`src/rtl/fifo_pkg.sv`:
```
// Shared FIFO package: default sample geometry and a width helper
// used by the FIFO, the write-side packer and the readout logic.
package fifo_pkg;

  localparam int SAMPLES_PER_WORD = 4;
  localparam int IN_WIDTH         = 12;

  function automatic int clog2(input int v);
    int r;
    r = 0;
    for (int i = 0; i < 31; i++)
      if ((1 << i) < v) r = i + 1;
    return r;
  endfunction

endpackage

```
`src/rtl/fifo_sample_packer_if.sv`:
```
// Sample-in / FIFO-write bundle of the packer.
// master = packer side, slave = source/FIFO side.
interface fifo_sample_packer_if
  import fifo_pkg::*;
#(
  parameter int pIN_WIDTH         = IN_WIDTH,
  parameter int pSAMPLES_PER_WORD = SAMPLES_PER_WORD,
  parameter int pCOUNT_WIDTH      = 16
);

  localparam int W  = pIN_WIDTH * pSAMPLES_PER_WORD;
  localparam int LW = clog2(pSAMPLES_PER_WORD) + 1;

  logic                    sample_valid;
  logic [pIN_WIDTH-1:0]    sample_data;
  logic                    flush;
  logic                    fifo_full;
  logic                    fifo_wen;
  logic [W-1:0]            fifo_wdata;
  logic [LW-1:0]           last_count;
  logic                    drop_error;
  logic [pCOUNT_WIDTH-1:0] drop_count;
  logic [pCOUNT_WIDTH-1:0] word_count;

  modport master (
    input  sample_valid, sample_data, flush, fifo_full,
    output fifo_wen, fifo_wdata, last_count,
    output drop_error, drop_count, word_count
  );

  modport slave (
    output sample_valid, sample_data, flush, fifo_full,
    input  fifo_wen, fifo_wdata, last_count,
    input  drop_error, drop_count, word_count
  );

endinterface

```
`src/rtl/fifo_sat_counter.sv`:
```
// Saturating up-counter with synchronous clear.
// Holds at all-ones instead of wrapping.
module fifo_sat_counter #(
  parameter int pCOUNT_WIDTH = 16
) (
  input  logic                    clk,
  input  logic                    clear_i,
  input  logic                    inc_i,
  output logic [pCOUNT_WIDTH-1:0] count_o
);

  logic [pCOUNT_WIDTH-1:0] cnt_q, cnt_d;

  // next count: step unless already saturated
  always_comb begin
    cnt_d = cnt_q;
    if (inc_i && (cnt_q != '1)) cnt_d = cnt_q + 1'b1;
  end

  // count register, cleared synchronously
  always_ff @(posedge clk) begin
    if (clear_i) cnt_q <= '0;
    else         cnt_q <= cnt_d;
  end

  assign count_o = cnt_q;

endmodule

```
`src/rtl/fifo_sample_packer.sv`:
```
// Packs narrow samples MS-slot-first into FIFO words; drops on full.
// Define FIFO_PACKER_STATS_EN to build the drop/word statistics counters.
module fifo_sample_packer
  import fifo_pkg::*;
#(
  parameter int pIN_WIDTH         = IN_WIDTH,
  parameter int pSAMPLES_PER_WORD = SAMPLES_PER_WORD,
  parameter int pCOUNT_WIDTH      = 16
) (
  input logic                  clk,
  input logic                  reset,
  fifo_sample_packer_if.master bus
);

  localparam int N  = pSAMPLES_PER_WORD;
  localparam int W  = pIN_WIDTH * N;
  localparam int IW = clog2(N);
  localparam int LW = IW + 1;

  logic [IW-1:0] idx_q, idx_d;
  logic [W-1:0]  sr_q, sr_d;
  logic          rdy_q, rdy_d;
  logic [W-1:0]  wdata_q, wdata_d;
  logic [LW-1:0] last_q, last_d;
  logic          derr_q, derr_d;

  logic [W-1:0]  sr_n;
  logic [LW-1:0] cnt;
  logic          emit;
  logic          drop;

  assign bus.fifo_wen = rdy_q & ~bus.fifo_full;
  assign drop         = rdy_q & bus.fifo_full;

  // slot insert, word completion / flush, drop flag
  always_comb begin
    sr_n = sr_q;
    cnt  = {1'b0, idx_q};
    if (bus.sample_valid) begin
      for (int s = 0; s < N; s++)
        if (idx_q == IW'(s))
          sr_n[W-1-s*pIN_WIDTH -: pIN_WIDTH] = bus.sample_data;
      cnt = {1'b0, idx_q} + LW'(1);
    end
    // a completing sample and a flush in one cycle still give one word
    emit = (cnt == LW'(N)) || (bus.flush && (cnt != '0));
    idx_d   = cnt[IW-1:0];
    sr_d    = sr_n;
    rdy_d   = 1'b0;
    wdata_d = wdata_q;
    last_d  = last_q;
    if (emit) begin
      idx_d   = '0;
      sr_d    = '0;
      rdy_d   = 1'b1;
      wdata_d = sr_n;
      last_d  = cnt;
    end
    derr_d = derr_q | drop;
  end

  // packer state registers
  always_ff @(posedge clk) begin
    if (reset) begin
      idx_q   <= '0;
      sr_q    <= '0;
      rdy_q   <= 1'b0;
      wdata_q <= '0;
      last_q  <= '0;
      derr_q  <= 1'b0;
    end else begin
      idx_q   <= idx_d;
      sr_q    <= sr_d;
      rdy_q   <= rdy_d;
      wdata_q <= wdata_d;
      last_q  <= last_d;
      derr_q  <= derr_d;
    end
  end

  assign bus.fifo_wdata = wdata_q;
  assign bus.last_count = last_q;
  assign bus.drop_error = derr_q;

`ifdef FIFO_PACKER_STATS_EN
  fifo_sat_counter #(.pCOUNT_WIDTH(pCOUNT_WIDTH)) u_drop_cnt (
    .clk     (clk),
    .clear_i (reset),
    .inc_i   (drop),
    .count_o (bus.drop_count)
  );

  fifo_sat_counter #(.pCOUNT_WIDTH(pCOUNT_WIDTH)) u_word_cnt (
    .clk     (clk),
    .clear_i (reset),
    .inc_i   (bus.fifo_wen),
    .count_o (bus.word_count)
  );
`else
  assign bus.drop_count = '0;
  assign bus.word_count = '0;
`endif

endmodule

```
`src/flat_wrapper.sv`:
```
// flat-port wrapper written by rule: the top's interface ports become plain ports
module fifo_sample_packer_flat import fifo_pkg::*;
#(
  parameter int pIN_WIDTH         = IN_WIDTH,
  parameter int pSAMPLES_PER_WORD = SAMPLES_PER_WORD,
  parameter int pCOUNT_WIDTH      = 16
)
  (clk, reset, bus_sample_valid, bus_sample_data, bus_flush, bus_fifo_full, bus_fifo_wen, bus_fifo_wdata, bus_last_count, bus_drop_error, bus_drop_count, bus_word_count);
  fifo_sample_packer_if #(.pIN_WIDTH(pIN_WIDTH), .pSAMPLES_PER_WORD(pSAMPLES_PER_WORD), .pCOUNT_WIDTH(pCOUNT_WIDTH)) bus_i ();
  input logic clk;
  input logic reset;
  input wire logic [$bits(bus_i.sample_valid)-1:0] bus_sample_valid;
  input wire logic [$bits(bus_i.sample_data)-1:0] bus_sample_data;
  input wire logic [$bits(bus_i.flush)-1:0] bus_flush;
  input wire logic [$bits(bus_i.fifo_full)-1:0] bus_fifo_full;
  output wire logic [$bits(bus_i.fifo_wen)-1:0] bus_fifo_wen;
  output wire logic [$bits(bus_i.fifo_wdata)-1:0] bus_fifo_wdata;
  output wire logic [$bits(bus_i.last_count)-1:0] bus_last_count;
  output wire logic [$bits(bus_i.drop_error)-1:0] bus_drop_error;
  output wire logic [$bits(bus_i.drop_count)-1:0] bus_drop_count;
  output wire logic [$bits(bus_i.word_count)-1:0] bus_word_count;
  assign bus_i.sample_valid = bus_sample_valid;
  assign bus_i.sample_data = bus_sample_data;
  assign bus_i.flush = bus_flush;
  assign bus_i.fifo_full = bus_fifo_full;
  assign bus_fifo_wen = bus_i.fifo_wen;
  assign bus_fifo_wdata = bus_i.fifo_wdata;
  assign bus_last_count = bus_i.last_count;
  assign bus_drop_error = bus_i.drop_error;
  assign bus_drop_count = bus_i.drop_count;
  assign bus_word_count = bus_i.word_count;
  fifo_sample_packer #(.pIN_WIDTH(pIN_WIDTH), .pSAMPLES_PER_WORD(pSAMPLES_PER_WORD), .pCOUNT_WIDTH(pCOUNT_WIDTH)) u_core (.clk(clk), .reset(reset), .bus(bus_i));
endmodule
```
`config.mk`:
```
export PLATFORM = sky130hd
export DESIGN_NAME = fifo_sample_packer_flat
export DESIGN_NICKNAME = d
export VERILOG_FILES = /design/src/rtl/fifo_pkg.sv /design/src/rtl/fifo_sample_packer_if.sv /design/src/rtl/fifo_sat_counter.sv /design/src/rtl/fifo_sample_packer.sv /design/src/flat_wrapper.sv
export SDC_FILE = /design/constraint.sdc
export NUM_CORES = 1
export LEC_CHECK = 0
export CAP_MARGIN = 20
export CORE_UTILIZATION = 53
export CTS_BUF_LIST = sky130_fd_sc_hd__clkbuf_8
export CTS_CLUSTER_SIZE = 25
export DETAILED_ROUTE_END_ITERATION = 8
export GPL_ROUTABILITY_DRIVEN = 0
export GPL_TIMING_DRIVEN = 0
export PLACE_DENSITY = 0.92
export SKIP_LAST_GASP = 1
export SLEW_MARGIN = 20
export SYNTH_ARGS = -nofsm -noshare
export SYNTH_HDL_FRONTEND = slang
export SYNTH_HIERARCHICAL = 1
export SYNTH_SLANG_ARGS = --single-unit
```
`constraint.sdc`:
```
create_clock -name clk -period 2.2 [get_ports clk]
set_input_delay 0.44 -clock clk [delete_from_list [all_inputs] [get_ports clk]]
set_output_delay 0.44 -clock clk [all_outputs]
set_load 0.02 [all_outputs]
```
== Yosys cells after proc, flatten, opt, wreduce, memory -nomap -nowiden ==
Index checks and enable logic that the tools add are counted.
Storage, ports and cells
  flip-flop bits (word level): 103
  input port bits: 17
  output and inout port bits: 85
  logic and storage cells: 27
Operators by class
  add/sub/neg operators: 1
  eq/ne operators: 4
  mux-type cells: 7
  bitwise gates (word level): 4
  reductions and logical operators: 5
Operators with widths (count)
  two-way mux 12 bit: 4
  two-way mux 48 bit: 1
  equality test 2 bit (second input constant): 2
  adder 2 x 1 -> 3 bit (second input constant): 1
  equality test 3 bit (second input constant): 1
  two-way mux 3 bit: 1
  nonzero test 3 bit: 1
  bitwise AND 1 bit: 2
  equality test 2 x 1 -> 1 bit (second input constant): 1
  zero test 2 bit: 1
  OR reduction 2 bit: 1
  logical AND 1 bit: 1
  logical OR 1 bit: 1
  two-way mux 1 bit: 1
  NOT 1 bit: 1
  OR 1 bit: 1

== Depth between registers and ports, before layout ==
  word-level depth: 6
  gate-level depth with buffers: 7
  depth with buffers taken out: 5

== Worst setup path before layout ==
Ideal clock, no wire load.
  path kind: register -> register
  from: register u_core.idx_q[0]
  to: register u_core.wdata_q[0] (netlist: u_core/bus.fifo_wdata[0])
  arrival: 1.735 ns
  slack: 0.344 ns
  stages on the path, launching flop included: 7
  buffers on the path: 1
  path through: dfxtp_1 -> inv_1 -> ha_1 -> and2b_1 -> o221ai_4 -> buf_6 -> mux2_2
Between the ends
  cells in the longest elaborated chain, start to end: 5
  elaborated cells on any way between the ends: 9
  classes of those cells: add/sub (1); eq/ne (2); mux (3); reduce/logical (3)
Ends and longest elaborated chain
  start: declaration: line fifo_sample_packer.sv:20  | logic [IW-1:0] idx_q, idx_d;
  start signal: assignment: line fifo_sample_packer.sv:72  | idx_q <= idx_d;
  adder 2 x 1 -> 3 bit: line fifo_sample_packer.sv:43  | cnt = {1'b0, idx_q} + LW'(1);
  two-way mux 3 bit: line fifo_sample_packer.sv:39  | if (bus.sample_valid) begin
  nonzero test 3 bit: line fifo_sample_packer.sv:46  | emit = (cnt == LW'(N)) || (bus.flush && (cnt != '0));
  logical AND 1 bit: line fifo_sample_packer.sv:46
  logical OR 1 bit: line fifo_sample_packer.sv:46
  end signal: assignment: line fifo_sample_packer.sv:75  | wdata_q <= wdata_d;
  end: declaration: line fifo_sample_packer.sv:23  | logic [W-1:0] wdata_q, wdata_d;
Parallel ways exist; a longest one is shown, timed or not.
A chain may end at the register's enable or synchronous reset.

== Worst setup path after layout ==
  from: register u_core.idx_q[1]
  to: register u_core.wdata_q[47] (netlist: u_core/bus.fifo_wdata[47])
The elaborated chain is that of the path after synthesis.

==> results.sh <==
export IMPL_first_pass_iters=5
export IMPL_die_y_um=99.6
export IMPL_initial_core_util_pct=54.6
export IMPL_io_pins=102
export IMPL_rr_worst_depth=6
export IMPL_status="finished clean"
export IMPL_endpoint="u_core/bus.fifo_wdata[47]$_SDFFE_PP0P_"
export IMPL_grt_max_degree=16
export IMPL_worst_pin_slew_ns=0.689
export IMPL_grt_pass1_wl_um=19500
export IMPL_cts_buffers=9
export IMPL_fin_nets=632
export IMPL_ant_nets=0
export IMPL_dr_total_vias=4110
export IMPL_cts_tree="yes"
export IMPL_layout_drive_gt1_share_pct=22.9
export IMPL_hold_violations=0
export IMPL_antenna_cells=0
export IMPL_fin_setup_tns_ns=0
export IMPL_peakVddDrop_mv=0.460
export IMPL_reg2reg_to="u_core/bus.fifo_wdata[47]$_SDFFE_PP0P_"
export IMPL_final_cell_mix="dfxtp_1, clkdlybuf4s50_1, buf_4"
export IMPL_clockBufferDepth=2
export IMPL_reg2reg_slack_ns=0.15
export IMPL_overflow=0
export IMPL_max_freq_mhz=487
export IMPL_yosysSeqAreaShare_pct=40.9
export IMPL_setup_violations=0
export IMPL_row_count=35
export IMPL_post_route_util_pct=67.6
export IMPL_port_buffers=69
export IMPL_fin_crit_sh_pct=93.3
export IMPL_total_power_mw=3.97
export IMPL_die_area_sq_mm=0.00991
export IMPL_crit_path_end_kind="register"
export IMPL_antenna_found_initial=0
export IMPL_synth_warnings=6
export IMPL_clkSinkCount=103
export IMPL_grt_pass1_vias=4131
export IMPL_coreArea_sq_mm=0.00924
export IMPL_dr_first_iter_drc_count=257
export IMPL_layout_area_overhead_vs_synth_pct=23.8
export IMPL_grtUsageTotal_pct=25.3
export IMPL_rsz0062_at_grt="false"
export IMPL_final_common_cell="dfxtp_1"
export IMPL_clock_skew_ns=0.00613
export IMPL_dp_hpwl_um=8730
export IMPL_layout_min_cycle_time_ns=2.05
export IMPL_worst_ep_arrival_time_ns=2.32
export IMPL_start_kind="register"
export IMPL_cts_root_buf="clkbuf_8"
export IMPL_synth_seq_cells=103
export IMPL_power_density_mw_per_mm2=635
export IMPL_required_ns=2.47
export IMPL_netlist_area_sq_mm=0.00504
export IMPL_drv_slew=0
export IMPL_crit_type="reg -> reg"
export IMPL_drc=0
export IMPL_crit_path_start="u_core/idx_q[1]$_SDFF_PP0_"
export IMPL_clk_pin_slew_ns=0.09
export IMPL_wirelength_um=12000
export IMPL_drv_cap=0
export IMPL_critPathMaxFanout=10
export IMPL_worstReg2RegStart="u_core/idx_q[1]$_SDFF_PP0_"
export IMPL_avgSynthCellArea_sq_um=10.1
export IMPL_cellLeakagePower_nw=2.81
export IMPL_wl_per_cell_um=16.1
export IMPL_netlist_instances=500
export IMPL_relSlewSlack_pct=54.1
export IMPL_clock_latency_ns=0.37
export IMPL_detail_route_vias_per_cell=5.52
export IMPL_h_tree_depth=3
export IMPL_die_width_um=99.6
export IMPL_hp_class="reg -> reg"
export IMPL_synth_cell_types=33
==> area by class of cell <==
cell class	instances	area, sq um
buffer	79	546
clock buffer	12	165
timing repair buffer	69	691
clock inverter	3	65.1
fill	686	3000
tap	129	161
multi-input combinational	346	2540
sequential	103	2060
inverter	3	11.3
==> per-stage QoR <==
| step | instances | hold slack (ns) | setup WS, ns | cell area [sq um] |
|---|---|---|---|---|
| finish | 744 | 0.465 | 0.148 | 6240 |
| global route | 744 | 0.492 | 0.0411 | 6240 |
| CTS | 744 | 0.474 | 0.0902 | 6240 |
| detailed placement | 729 | 0.457 | -0.0766 | 6010 |
| global placement | 729 | 0.450 | -0.0753 | 6010 |
| floorplan | 531 | 0.449 | 0.344 | 5160 |
==> cell families after synthesis <==
logic type / count (synthesis) / share of synthesized area [%]
AO/OA/AOI/OAI: 150 / 24.6
XOR/XNOR: 1 / 0.174
adder cells (fa/ha/maj): 4 / 0.992
buffers and inverters: 82 / 11.0
flip-flops: 103 / 40.9
multiplexers: 51 / 10.8
other: 1 / 0.0743
AND/OR/NAND/NOR: 108 / 11.5
==> where the power goes <==
part           total (mW)  switching [mW]  internal (mW)
Clock                1.34           0.617          0.726
Combinational       0.686           0.401          0.285
Sequential           1.94          0.0231           1.91
==> routing by layer <==
metal  up-vias  wire [um]  GRT usage, %
met4         0        386          13.9
met3        35        761          3.94
met2       194       5950          43.6
met5         -          0             0
met1      1950       4860          30.1
li1       1931          -             -
==> state kept, by name, indices dropped and copies added (netlist names) <==
register / cells
u_core/bus.fifo_wdata: 48
u_core/sr_q: 48
u_core/bus.last_count: 3
u_core/idx_q: 2
u_core/bus.drop_error: 1
u_core/rdy_q: 1
==> Yosys cell counts <==
cell	n	area share (%)
inv_1	2	0.15
clkinv_1	1	0.074
and3_1	26	3.2
mux2i_1	27	5.4
ha_1	4	0.99
nand3_1	23	2.3
mux2_4	1	0.30
buf_2	8	0.79
mux2_2	23	5.1
buf_4	37	5.5
a21boi_0	25	3.7
o221a_2	1	0.22
clkbuf_1	23	1.7
nor2b_1	25	3.1
o211a_1	25	5.0
conb_1	1	0.074
a21oi_1	24	2.4
nand4bb_1	1	0.22
o221ai_4	1	0.52
and2b_1	1	0.15
o2111ai_1	1	0.17
a211oi_2	19	4.7
buf_6	9	2.0
o21ai_0	26	2.6
dfxtp_1	103	41
nor2_1	3	0.22
a21bo_2	23	4.6
nand2_1	28	2.1
xor2_1	1	0.17
o21a_1	1	0.15
nor3_2	1	0.20
buf_12	2	0.79
a211oi_1	4	0.60
==> worst max-delay path, cell delays in order (launching register included) <==
cell	delay, ns
dfxtp_1	0.43
inv_1	0.10
ha_1	0.31
and2b_1	0.24
o221ai_4	0.28
buf_6	0.24
mux2_2	0.36
==> worst min-delay path by stage <==
stage | start | end | slack, ns | depth (start not counted)
final | u_core/bus.fifo_wdata[30]$_SDFFE_PP0P_ | u_core/bus.fifo_wdata[30]$_SDFFE_PP0P_ | 0.46 | 2
after global routing | u_core/bus.fifo_wdata[42]$_SDFFE_PP0P_ | u_core/bus.fifo_wdata[42]$_SDFFE_PP0P_ | 0.49 | 2
after CTS | u_core/bus.fifo_wdata[30]$_SDFFE_PP0P_ | u_core/bus.fifo_wdata[30]$_SDFFE_PP0P_ | 0.47 | 2
after detailed placement | u_core/bus.fifo_wdata[33]$_SDFFE_PP0P_ | u_core/bus.fifo_wdata[33]$_SDFFE_PP0P_ | 0.46 | 2
after global placement | u_core/bus.fifo_wdata[36]$_SDFFE_PP0P_ | u_core/bus.fifo_wdata[36]$_SDFFE_PP0P_ | 0.45 | 2
after floorplan | u_core/rdy_q$_SDFF_PP0_ | u_core/bus.drop_error$_SDFF_PP0_ | 0.45 | 2
==> what timing repair did <==
action / in CTS / in global routing
gates resized for setup: 0 / 1
buffers inserted: 0 / 0
hold buffers: 0 / 0
endpoints found under the setup margin: 0 / 5
endpoints found under the hold margin: 0 / 0
No activity file was read; power rests on OpenSTA's default activity.
